--- config.mk ---
export PLATFORM = sky130hd
export DESIGN_NAME = ibex_instr_capture_ctrl_flat
export DESIGN_NICKNAME = d
export VERILOG_FILES = /design/src/rtl/ibex_instr_capture_ctrl_if.sv /design/src/rtl/ibex_instr_capture_ctrl.sv /design/src/flat_wrapper.sv
export SDC_FILE = /design/constraint.sdc
export NUM_CORES = 1
export LEC_CHECK = 0
export ABC_AREA = 0
export CAP_MARGIN = 20
export CORE_MARGIN = 2
export CORE_UTILIZATION = 28
export DETAILED_ROUTE_END_ITERATION = 8
export PLACE_DENSITY = 0.56
export REMOVE_ABC_BUFFERS = 1
export SYNTH_ARGS = -nofsm -noshare
export SYNTH_HDL_FRONTEND = slang
export SYNTH_SLANG_ARGS = --single-unit
--- constraint.sdc ---
create_clock -name clk_i -period 15.5 [get_ports clk_i]
set_input_delay 2.325 -clock clk_i [delete_from_list [all_inputs] [get_ports clk_i]]
set_output_delay 2.325 -clock clk_i [all_outputs]
set_load 0.01 [all_outputs]
--- src/rtl/ibex_instr_capture_ctrl_if.sv ---
// Probe, configuration, drain and status signals of the instruction capture controller.
// Pure wiring; no storage and no added latency.
// out_ready_i is the only backpressure input; it travels from master to slave.
interface ibex_instr_capture_ctrl_if #(
    parameter int DATA_WIDTH = 32,
    parameter int FIFO_DEPTH = 8,
    parameter int CNT_W      = 16
);
    localparam int LVL_W = $clog2(FIFO_DEPTH) + 1;

    // configuration
    logic                  cfg_arm_i;
    logic [DATA_WIDTH-1:0] cfg_start_pc_i;
    logic [DATA_WIDTH-1:0] cfg_stop_pc_i;
    logic [CNT_W-1:0]      cfg_max_cnt_i;

    // ID-stage probe
    logic                  valid_id_i;
    logic                  err_id_i;
    logic                  is_compressed_id_i;
    logic [DATA_WIDTH-1:0] instr_id_i;
    logic [DATA_WIDTH-1:0] pc_id_i;
    logic                  branch_taken_id_i;
    logic [DATA_WIDTH-1:0] branch_target_id_i;

    // drain port
    logic                  out_valid_o;
    logic                  out_ready_i;
    logic [DATA_WIDTH-1:0] out_pc_o;
    logic [DATA_WIDTH-1:0] out_instr_o;
    logic [DATA_WIDTH-1:0] out_target_o;
    logic [2:0]            out_flags_o;

    // status
    logic [1:0]            state_o;
    logic [LVL_W-1:0]      fifo_level_o;
    logic [CNT_W-1:0]      captured_cnt_o;
    logic [CNT_W-1:0]      dropped_cnt_o;

    // Controller side.
    modport slave (
        input  cfg_arm_i, cfg_start_pc_i, cfg_stop_pc_i, cfg_max_cnt_i,
        input  valid_id_i, err_id_i, is_compressed_id_i, instr_id_i, pc_id_i,
        input  branch_taken_id_i, branch_target_id_i, out_ready_i,
        output out_valid_o, out_pc_o, out_instr_o, out_target_o, out_flags_o,
        output state_o, fifo_level_o, captured_cnt_o, dropped_cnt_o
    );

    // Core-probe / consumer side.
    modport master (
        output cfg_arm_i, cfg_start_pc_i, cfg_stop_pc_i, cfg_max_cnt_i,
        output valid_id_i, err_id_i, is_compressed_id_i, instr_id_i, pc_id_i,
        output branch_taken_id_i, branch_target_id_i, out_ready_i,
        input  out_valid_o, out_pc_o, out_instr_o, out_target_o, out_flags_o,
        input  state_o, fifo_level_o, captured_cnt_o, dropped_cnt_o
    );
endinterface

--- src/rtl/ibex_instr_capture_ctrl.sv ---
// Captures ID-stage instruction events inside an armed start/stop/count window into a FIFO.
// Latency: an event pushed at edge N appears on out_* right after edge N; outputs are registered-only.
// Backpressure: out_ready_i=0 holds the head; a full FIFO drops events (counted) unless a pop frees a slot.
module ibex_instr_capture_ctrl #(
    parameter int DATA_WIDTH = 32,
    parameter int FIFO_DEPTH = 8,
    parameter int CNT_W      = 16
) (
    input  logic                        clk_i,
    input  logic                        rst_i,
    ibex_instr_capture_ctrl_if.slave    bus
);
    localparam int PTR_W = $clog2(FIFO_DEPTH);
    localparam int LVL_W = PTR_W + 1;
    localparam logic [LVL_W-1:0] DEPTH_L = LVL_W'(FIFO_DEPTH);

    typedef enum logic [1:0] {
        IDLE    = 2'd0,
        ARMED   = 2'd1,
        CAPTURE = 2'd2,
        DRAIN   = 2'd3
    } state_t;

    typedef struct packed {
        logic [DATA_WIDTH-1:0] pc;
        logic [DATA_WIDTH-1:0] instr;
        logic [DATA_WIDTH-1:0] target;
        logic [2:0]            flags;
    } entry_t;

    state_t                state_q, state_d;
    logic [DATA_WIDTH-1:0] start_pc_q, stop_pc_q;
    logic [CNT_W-1:0]      max_cnt_q;
    logic [CNT_W-1:0]      captured_q, dropped_q;
    logic [PTR_W-1:0]      wr_ptr_q, rd_ptr_q;
    logic [LVL_W-1:0]      level_q;
    entry_t                mem [FIFO_DEPTH];

    logic                  arm_accept;
    logic                  cap_evt;
    logic                  pop;
    logic                  push;
    logic                  drop;
    logic                  stop_hit;
    logic                  max_hit;
    logic                  close_win;
    logic [CNT_W-1:0]      captured_inc;
    logic [CNT_W-1:0]      dropped_inc;
    entry_t                wr_entry;
    entry_t                rd_entry;

    // Event classification, FIFO handshake and window-close decision.
    always_comb begin
        arm_accept   = (state_q == IDLE) && bus.cfg_arm_i;
        cap_evt      = bus.valid_id_i &&
                       (((state_q == ARMED) && (bus.pc_id_i == start_pc_q)) ||
                        (state_q == CAPTURE));
        pop          = (level_q != '0) && bus.out_ready_i;
        // A pop in the same cycle frees the slot the push needs.
        push         = cap_evt && ((level_q < DEPTH_L) || pop);
        drop         = cap_evt && !push;
        captured_inc = (captured_q == '1) ? captured_q : captured_q + CNT_W'(1);
        dropped_inc  = (dropped_q == '1) ? dropped_q : dropped_q + CNT_W'(1);
        // A stop-PC match closes even if the event itself was dropped.
        stop_hit     = cap_evt && (bus.pc_id_i == stop_pc_q);
        max_hit      = push && (max_cnt_q != '0) && (captured_inc == max_cnt_q);
        close_win    = stop_hit || max_hit;
        wr_entry.pc     = bus.pc_id_i;
        wr_entry.instr  = bus.instr_id_i;
        wr_entry.target = bus.branch_target_id_i;
        wr_entry.flags  = {bus.err_id_i, bus.is_compressed_id_i, bus.branch_taken_id_i};
    end

    // Next-state logic for the capture window.
    always_comb begin
        state_d = state_q;
        case (state_q)
            IDLE:    if (arm_accept) state_d = ARMED;
            ARMED:   if (cap_evt) state_d = close_win ? DRAIN : CAPTURE;
            CAPTURE: if (close_win) state_d = DRAIN;
            DRAIN:   if (level_q == '0) state_d = IDLE;
            default: state_d = IDLE;
        endcase
    end

    // State register.
    always_ff @(posedge clk_i) begin
        if (rst_i) state_q <= IDLE;
        else       state_q <= state_d;
    end

    // Window configuration, latched only when arming from IDLE.
    always_ff @(posedge clk_i) begin
        if (rst_i) begin
            start_pc_q <= '0;
            stop_pc_q  <= '0;
            max_cnt_q  <= '0;
        end else if (arm_accept) begin
            start_pc_q <= bus.cfg_start_pc_i;
            stop_pc_q  <= bus.cfg_stop_pc_i;
            max_cnt_q  <= bus.cfg_max_cnt_i;
        end
    end

    // Saturating captured/dropped counters, cleared on each new arm.
    always_ff @(posedge clk_i) begin
        if (rst_i || arm_accept) begin
            captured_q <= '0;
            dropped_q  <= '0;
        end else begin
            if (push) captured_q <= captured_inc;
            if (drop) dropped_q  <= dropped_inc;
        end
    end

    // FIFO pointers and occupancy; pointers wrap naturally at the power-of-two depth.
    always_ff @(posedge clk_i) begin
        if (rst_i) begin
            wr_ptr_q <= '0;
            rd_ptr_q <= '0;
            level_q  <= '0;
        end else begin
            if (push) wr_ptr_q <= wr_ptr_q + PTR_W'(1);
            if (pop)  rd_ptr_q <= rd_ptr_q + PTR_W'(1);
            if (push && !pop)      level_q <= level_q + LVL_W'(1);
            else if (pop && !push) level_q <= level_q - LVL_W'(1);
        end
    end

    // FIFO storage; contents are qualified by level, so no reset is needed.
    always_ff @(posedge clk_i) begin
        if (push) mem[wr_ptr_q] <= wr_entry;
    end

    assign rd_entry           = mem[rd_ptr_q];
    assign bus.out_valid_o    = (level_q != '0);
    assign bus.out_pc_o       = rd_entry.pc;
    assign bus.out_instr_o    = rd_entry.instr;
    assign bus.out_target_o   = rd_entry.target;
    assign bus.out_flags_o    = rd_entry.flags;
    assign bus.state_o        = state_q;
    assign bus.fifo_level_o   = level_q;
    assign bus.captured_cnt_o = captured_q;
    assign bus.dropped_cnt_o  = dropped_q;

endmodule

--- src/flat_wrapper.sv ---
// flat-port wrapper written by rule: the top's interface ports become plain ports
module ibex_instr_capture_ctrl_flat 
#(
    parameter int DATA_WIDTH = 32,
    parameter int FIFO_DEPTH = 8,
    parameter int CNT_W      = 16
)
  (clk_i, rst_i, bus_cfg_arm_i, bus_cfg_start_pc_i, bus_cfg_stop_pc_i, bus_cfg_max_cnt_i, bus_valid_id_i, bus_err_id_i, bus_is_compressed_id_i, bus_instr_id_i, bus_pc_id_i, bus_branch_taken_id_i, bus_branch_target_id_i, bus_out_ready_i, bus_out_valid_o, bus_out_pc_o, bus_out_instr_o, bus_out_target_o, bus_out_flags_o, bus_state_o, bus_fifo_level_o, bus_captured_cnt_o, bus_dropped_cnt_o);
  ibex_instr_capture_ctrl_if #(.DATA_WIDTH(DATA_WIDTH), .FIFO_DEPTH(FIFO_DEPTH), .CNT_W(CNT_W)) bus_i ();
  input  logic clk_i;
  input  logic rst_i;
  input wire logic [$bits(bus_i.cfg_arm_i)-1:0] bus_cfg_arm_i;
  input wire logic [$bits(bus_i.cfg_start_pc_i)-1:0] bus_cfg_start_pc_i;
  input wire logic [$bits(bus_i.cfg_stop_pc_i)-1:0] bus_cfg_stop_pc_i;
  input wire logic [$bits(bus_i.cfg_max_cnt_i)-1:0] bus_cfg_max_cnt_i;
  input wire logic [$bits(bus_i.valid_id_i)-1:0] bus_valid_id_i;
  input wire logic [$bits(bus_i.err_id_i)-1:0] bus_err_id_i;
  input wire logic [$bits(bus_i.is_compressed_id_i)-1:0] bus_is_compressed_id_i;
  input wire logic [$bits(bus_i.instr_id_i)-1:0] bus_instr_id_i;
  input wire logic [$bits(bus_i.pc_id_i)-1:0] bus_pc_id_i;
  input wire logic [$bits(bus_i.branch_taken_id_i)-1:0] bus_branch_taken_id_i;
  input wire logic [$bits(bus_i.branch_target_id_i)-1:0] bus_branch_target_id_i;
  input wire logic [$bits(bus_i.out_ready_i)-1:0] bus_out_ready_i;
  output wire logic [$bits(bus_i.out_valid_o)-1:0] bus_out_valid_o;
  output wire logic [$bits(bus_i.out_pc_o)-1:0] bus_out_pc_o;
  output wire logic [$bits(bus_i.out_instr_o)-1:0] bus_out_instr_o;
  output wire logic [$bits(bus_i.out_target_o)-1:0] bus_out_target_o;
  output wire logic [$bits(bus_i.out_flags_o)-1:0] bus_out_flags_o;
  output wire logic [$bits(bus_i.state_o)-1:0] bus_state_o;
  output wire logic [$bits(bus_i.fifo_level_o)-1:0] bus_fifo_level_o;
  output wire logic [$bits(bus_i.captured_cnt_o)-1:0] bus_captured_cnt_o;
  output wire logic [$bits(bus_i.dropped_cnt_o)-1:0] bus_dropped_cnt_o;
  assign bus_i.cfg_arm_i = bus_cfg_arm_i;
  assign bus_i.cfg_start_pc_i = bus_cfg_start_pc_i;
  assign bus_i.cfg_stop_pc_i = bus_cfg_stop_pc_i;
  assign bus_i.cfg_max_cnt_i = bus_cfg_max_cnt_i;
  assign bus_i.valid_id_i = bus_valid_id_i;
  assign bus_i.err_id_i = bus_err_id_i;
  assign bus_i.is_compressed_id_i = bus_is_compressed_id_i;
  assign bus_i.instr_id_i = bus_instr_id_i;
  assign bus_i.pc_id_i = bus_pc_id_i;
  assign bus_i.branch_taken_id_i = bus_branch_taken_id_i;
  assign bus_i.branch_target_id_i = bus_branch_target_id_i;
  assign bus_i.out_ready_i = bus_out_ready_i;
  assign bus_out_valid_o = bus_i.out_valid_o;
  assign bus_out_pc_o = bus_i.out_pc_o;
  assign bus_out_instr_o = bus_i.out_instr_o;
  assign bus_out_target_o = bus_i.out_target_o;
  assign bus_out_flags_o = bus_i.out_flags_o;
  assign bus_state_o = bus_i.state_o;
  assign bus_fifo_level_o = bus_i.fifo_level_o;
  assign bus_captured_cnt_o = bus_i.captured_cnt_o;
  assign bus_dropped_cnt_o = bus_i.dropped_cnt_o;
  ibex_instr_capture_ctrl #(.DATA_WIDTH(DATA_WIDTH), .FIFO_DEPTH(FIFO_DEPTH), .CNT_W(CNT_W)) u_core (.clk_i(clk_i), .rst_i(rst_i), .bus(bus_i));
endmodule
==> impl_table.tex <==
\begin{tabular}{lr}
\hline
Metric & Value \\
\hline
\multicolumn{2}{l}{\textbf{Critical path}} \\
\quad Endpoint of the worst register-to-register path & u\_core.mem[6][51]\$\_DFFE\_PP\_ \\
\quad Worst setup path category & input pin to flop \\
\quad FF-to-FF setup slack & 10.45 ns \\
\quad Worst Setup Start Kind & input pin \\
\quad Required time at the worst-slack endpoint & 15.76 ns \\
\quad Largest fanout of any net on the critical path & 55 \\
\quad Critical path endpoint category & flop \\
\quad Critical Path AT & 7.32 ns \\
\quad Depth of the most critical reg-to-reg path & 8 \\
\quad Launch point of the worst reg-to-reg path & u\_core.start\_pc\_q[7]\$\_SDFFE\_PP0P\_ \\
\multicolumn{2}{l}{\textbf{Clock tree}} \\
\quad Hold bufs inserted after CTS & 0 \\
\quad Number of buffers added by the clock tree synthesis step & 98 \\
\quad H-tree Lvls & 3 \\
\quad Number of buffers inserted by post-CTS setup repair & 0 \\
\quad Clock-pin transition on the worst setup and hold timing paths & 0.06 ns \\
\quad Source-to-sink clock delay at the later pin of the worst-skew pair & 0.67 ns \\
\quad TritonCTS clock tree & done \\
\quad Number of buffers on the longest clock path & 3 \\
\quad Clk root buf & clkbuf\_16 \\
\quad Number of instances resized during post-cts repair & 0 \\
\quad Number of clock sinks seen by CTS & 919 \\
\multicolumn{2}{l}{\textbf{Timing}} \\
\quad Worst slew pin tran & between 1 and 1.5 ns \\
\quad RSZ-0062 raised after global routing & no \\
\quad Worst slew margin & 0.300 \\
\quad Post-route fraction of the period consumed by the critical path & 0.456 \\
\quad Fin worst setup slack & roughly 8.4 ns \\
\quad Period minus WS final & just over 7 ns \\
\quad Final setup skew & 0.0382 ns \\
\quad Max Clk Rate & 0.142 GHz \\
\quad Total negative slack for setup checks & 0 ns \\
\quad Setup Viol. Count Final & 0 \\
\quad Count of pins over their slew limit & 0 \\
\quad Hold Vio Cnt, Final & 0 \\
\multicolumn{2}{l}{\textbf{Hold path}} \\
\quad WHS Endpoint & u\_core.stop\_pc\_q[27]\$\_SDFFE\_PP0P\_ \\
\quad Min-Delay Path Class & flop to flop \\
\quad Hold Path Cell Cnt & 2 \\
\quad Startpoint of the tightest hold check path & u\_core.stop\_pc\_q[27]\$\_SDFFE\_PP0P\_ \\
\multicolumn{2}{l}{\textbf{Floorplan}} \\
\quad Core Region & 128000 µm² \\
\quad Starting utilization of the core area & 0.282 \\
\quad Die X & 363 µm \\
\quad Die area & 132000 µm² \\
\quad Boundary Pins & 322 \\
\quad Standard-cell rows & 131 \\
\quad Y dimension of the die & between 300 and 400 µm \\
\multicolumn{2}{l}{\textbf{Yosys}} \\
\quad Top cell type's share of synthesized area & 0.659 \\
\quad Average footprint of a synthesized cell & roughly 18 µm² \\
\quad Number of flops mapped to enable cells by yosys & $\sim$790 \\
\quad Biggest area contributors in the synthesized netlist & edfxtp\_1 (66\%), mux4\_2 (12\%), dfxtp\_1 (7.0\%) \\
\quad Mapped cell area & 36100 µm² \\
\quad Leading register cell type out of synthesis & edfxtp\_1 \\
\quad Cell taking the most area after synthesis & edfxtp\_1 \\
\quad Synth warnings & 0 \\
\quad Cell count after synthesis & 1966 \\
\quad Proportion of register bits with asynchronous set or reset after synthesis & 0 \\
\quad Number of library cell types mapped by synthesis & 57 \\
\quad Flops \& latches, synth & 919 \\
\quad Sequential cell area fraction in the yosys report & 0.729 \\
\multicolumn{2}{l}{\textbf{Power and ir drop}} \\
\quad Worst-case vdd ir drop & roughly 0.086 mV \\
\quad Static power due to leakage & 0.0137 µW \\
\quad Power Density & 143 nW/µm² \\
\multicolumn{2}{l}{\textbf{Placed design}} \\
\quad GPL Wtd Cong & 0.860 \\
\quad Dpl cells & 3875 \\
\quad DPL Wire Length & 60300 µm \\
\quad Post-Place Setup Slack & 7.60 ns \\
\quad Count of input and output buffers & 321 \\
\multicolumn{2}{l}{\textbf{Global route}} \\
\quad Wire length of the first global-routing pass & approximately 140000 µm \\
\quad Global-route usage over all layers & 0.143 \\
\quad Number of antenna violations at the first check in global routing & 15 \\
\quad Maximum number of pins on one net before global-route repair & about 140 \\
\quad Number of global-route vias before repair & 19900 \\
\quad Leftover overflow at the end of global routing & 0 \\
\multicolumn{2}{l}{\textbf{Cells and area}} \\
\quad Highest-count cells in the layout ignoring fill and taps & edfxtp\_1 (792), clkdlybuf4s50\_1 (320), mux4\_2 (198) \\
\quad Final std cells w/o fill & between 4000 and 5000 \\
\quad Footprint of the flip-flops and latches & 26300 µm² \\
\quad Layout cell share with drive strength beyond 1 & 0.211 \\
\quad Synth-to-Final Area Change & 23.4\% \\
\quad Layout fillers & 12000 \\
\quad Post-layout nets & about 2500 \\
\quad Number of antenna cells inserted & 0 \\
\quad Area of the multi-input gates & 9330 µm² \\
\quad Final core area utilization & 0.349 \\
\quad Most common library cell in the layout ignoring fill and taps & edfxtp\_1 \\
\multicolumn{2}{l}{\textbf{Flow run}} \\
\quad Reported max-cap violation count & 0 \\
\multicolumn{2}{l}{\textbf{Run status}} \\
\quad Run status & complete, no violations \\
\multicolumn{2}{l}{\textbf{Drt}} \\
\quad 1st-pass router iterations & 5 \\
\quad Total routed wirelength & 94800 µm \\
\quad Remaining design rule violation count & 0 \\
\quad Via density & 4.77 \\
\quad Count of nets left with antenna violations after detail routing & 0 \\
\quad Average routed wire per standard cell & 23.4 µm \\
\quad Iter 0 DRT Violations & 1461 \\
\quad Routed via count & 19300 \\
\hline
\end{tabular}
==> cell type report <==
cell class,instances,area share
flip-flops and latches,919,0.591
clock inverters,64,0.0150
multi-input cells,920,0.209
clock buffers,117,0.0583
inverters,21,0.00177
well taps,1662,0.0467
repair buffers,353,0.0777
==> cell usage after synthesis, types with 2 or more instances <==
library cell	number
a211oi_1	3
nand4_1	21
dfxtp_1	127
nor4_1	18
nor3b_1	4
or3_1	3
o311ai_0	3
buf_1	20
ha_1	12
nand3_1	24
and3_1	6
mux4_2	198
xor2_1	29
a311oi_1	5
a31oi_1	3
edfxtp_1	792
nor4_4	2
o21ai_0	9
nand2b_1	7
buf_4	3
mux2i_1	11
o2111a_1	3
buf_2	14
nor2_1	47
nor2b_1	2
a41o_1	3
and4_1	6
xnor2_1	74
and2_1	3
mux2_2	99
clkbuf_1	68
or2_2	2
nor3_1	10
inv_1	21
a41oi_1	4
a221oi_1	2
nand2_1	190
a21oi_1	99
==> logic make-up (layout without fill, tap and decap cells) <==
group / after synthesis / count (layout) / synth area share
flip-flops: 919 / 919 / 0.729
adder cells (fa/ha/maj): 13 / 13 / 0.00471
AND/OR/NAND/NOR: 350 / 350 / 0.0454
XOR/XNOR: 103 / 103 / 0.0250
buffers and inverters: 127 / 555 / 0.0140
AO/OA/AOI/OAI: 146 / 146 / 0.0245
multiplexers: 308 / 308 / 0.157
==> routing by layer <==
metal,vias up,track usage,routed length [µm]
met4,16,0.0282,1250
li1,8484,-,-
met1,10100,0.202,43200
met5,-,0,101
met3,108,0.0352,6640
met2,613,0.224,43600
==> power breakdown <==
| part | switching (µW) | leakage, µW | internal, µW |
|---|---|---|---|
| logic | 572 | 0.00398 | 587 |
| registers | 86.0 | 0.00816 | 2770 |
| clock network | 958 | 0.00160 | 1400 |
| total | 1620 | 0.0137 | 4750 |
==> state kept, by name, summed over array words and instances (netlist names), named ones only <==
| name | cells |
|---|---|
| u_core.stop_pc_q | 32 |
| u_core.max_cnt_q | 16 |
| u_core.bus.captured_cnt_o | 16 |
| u_core.wr_ptr_q | 3 |
| u_core.bus.state_o | 2 |
| u_core.bus.dropped_cnt_o | 16 |
| u_core.bus.fifo_level_o | 4 |
| u_core.start_pc_q | 32 |
| u_core.rd_ptr_q | 3 |
| u_core.mem | 792 |
==> worst max-delay path, stage by stage <==
cell	delay [ns]
clkdlybuf4s50_1	0.60
xnor2_1	0.33
nand4_1	0.27
or4_4	0.63
o31ai_4	0.42
and2_1	0.66
nand2b_1	0.36
nor2_4	0.75
buf_4	0.88
==> through the flow <==
| step | hold slack, ns | area (µm²) | power [µW] |
|---|---|---|---|
| finish | 0.468 | 44600 | 6370 |
| CTS | 0.468 | 44600 | 6470 |
| detailed placement | 0.460 | 41300 | 4100 |
| global route | 0.481 | 44600 | 6640 |
| global placement | 0.455 | 41300 | 4090 |
| floorplan | 0.442 | 35700 | 3700 |
==> how the worst max path moves through the flow <==
stage	startpoint	to	slack [ns]	cells after the start
after floorplan	bus_pc_id_i[19]	u_core.mem[4][0]$_DFFE_PP_	3.53	7
after global placement	bus_pc_id_i[2]	u_core.mem[6][56]$_DFFE_PP_	7.81	9
after detailed placement	bus_pc_id_i[2]	u_core.mem[6][56]$_DFFE_PP_	7.60	9
after CTS	flop	bus_out_instr_o[3]	8.18	5
after global routing	flop	bus_out_target_o[9]	8.01	5
final	bus_pc_id_i[7]	u_core.mem[6][51]$_DFFE_PP_	8.44	9
Power figures use the tool's default switching activity.
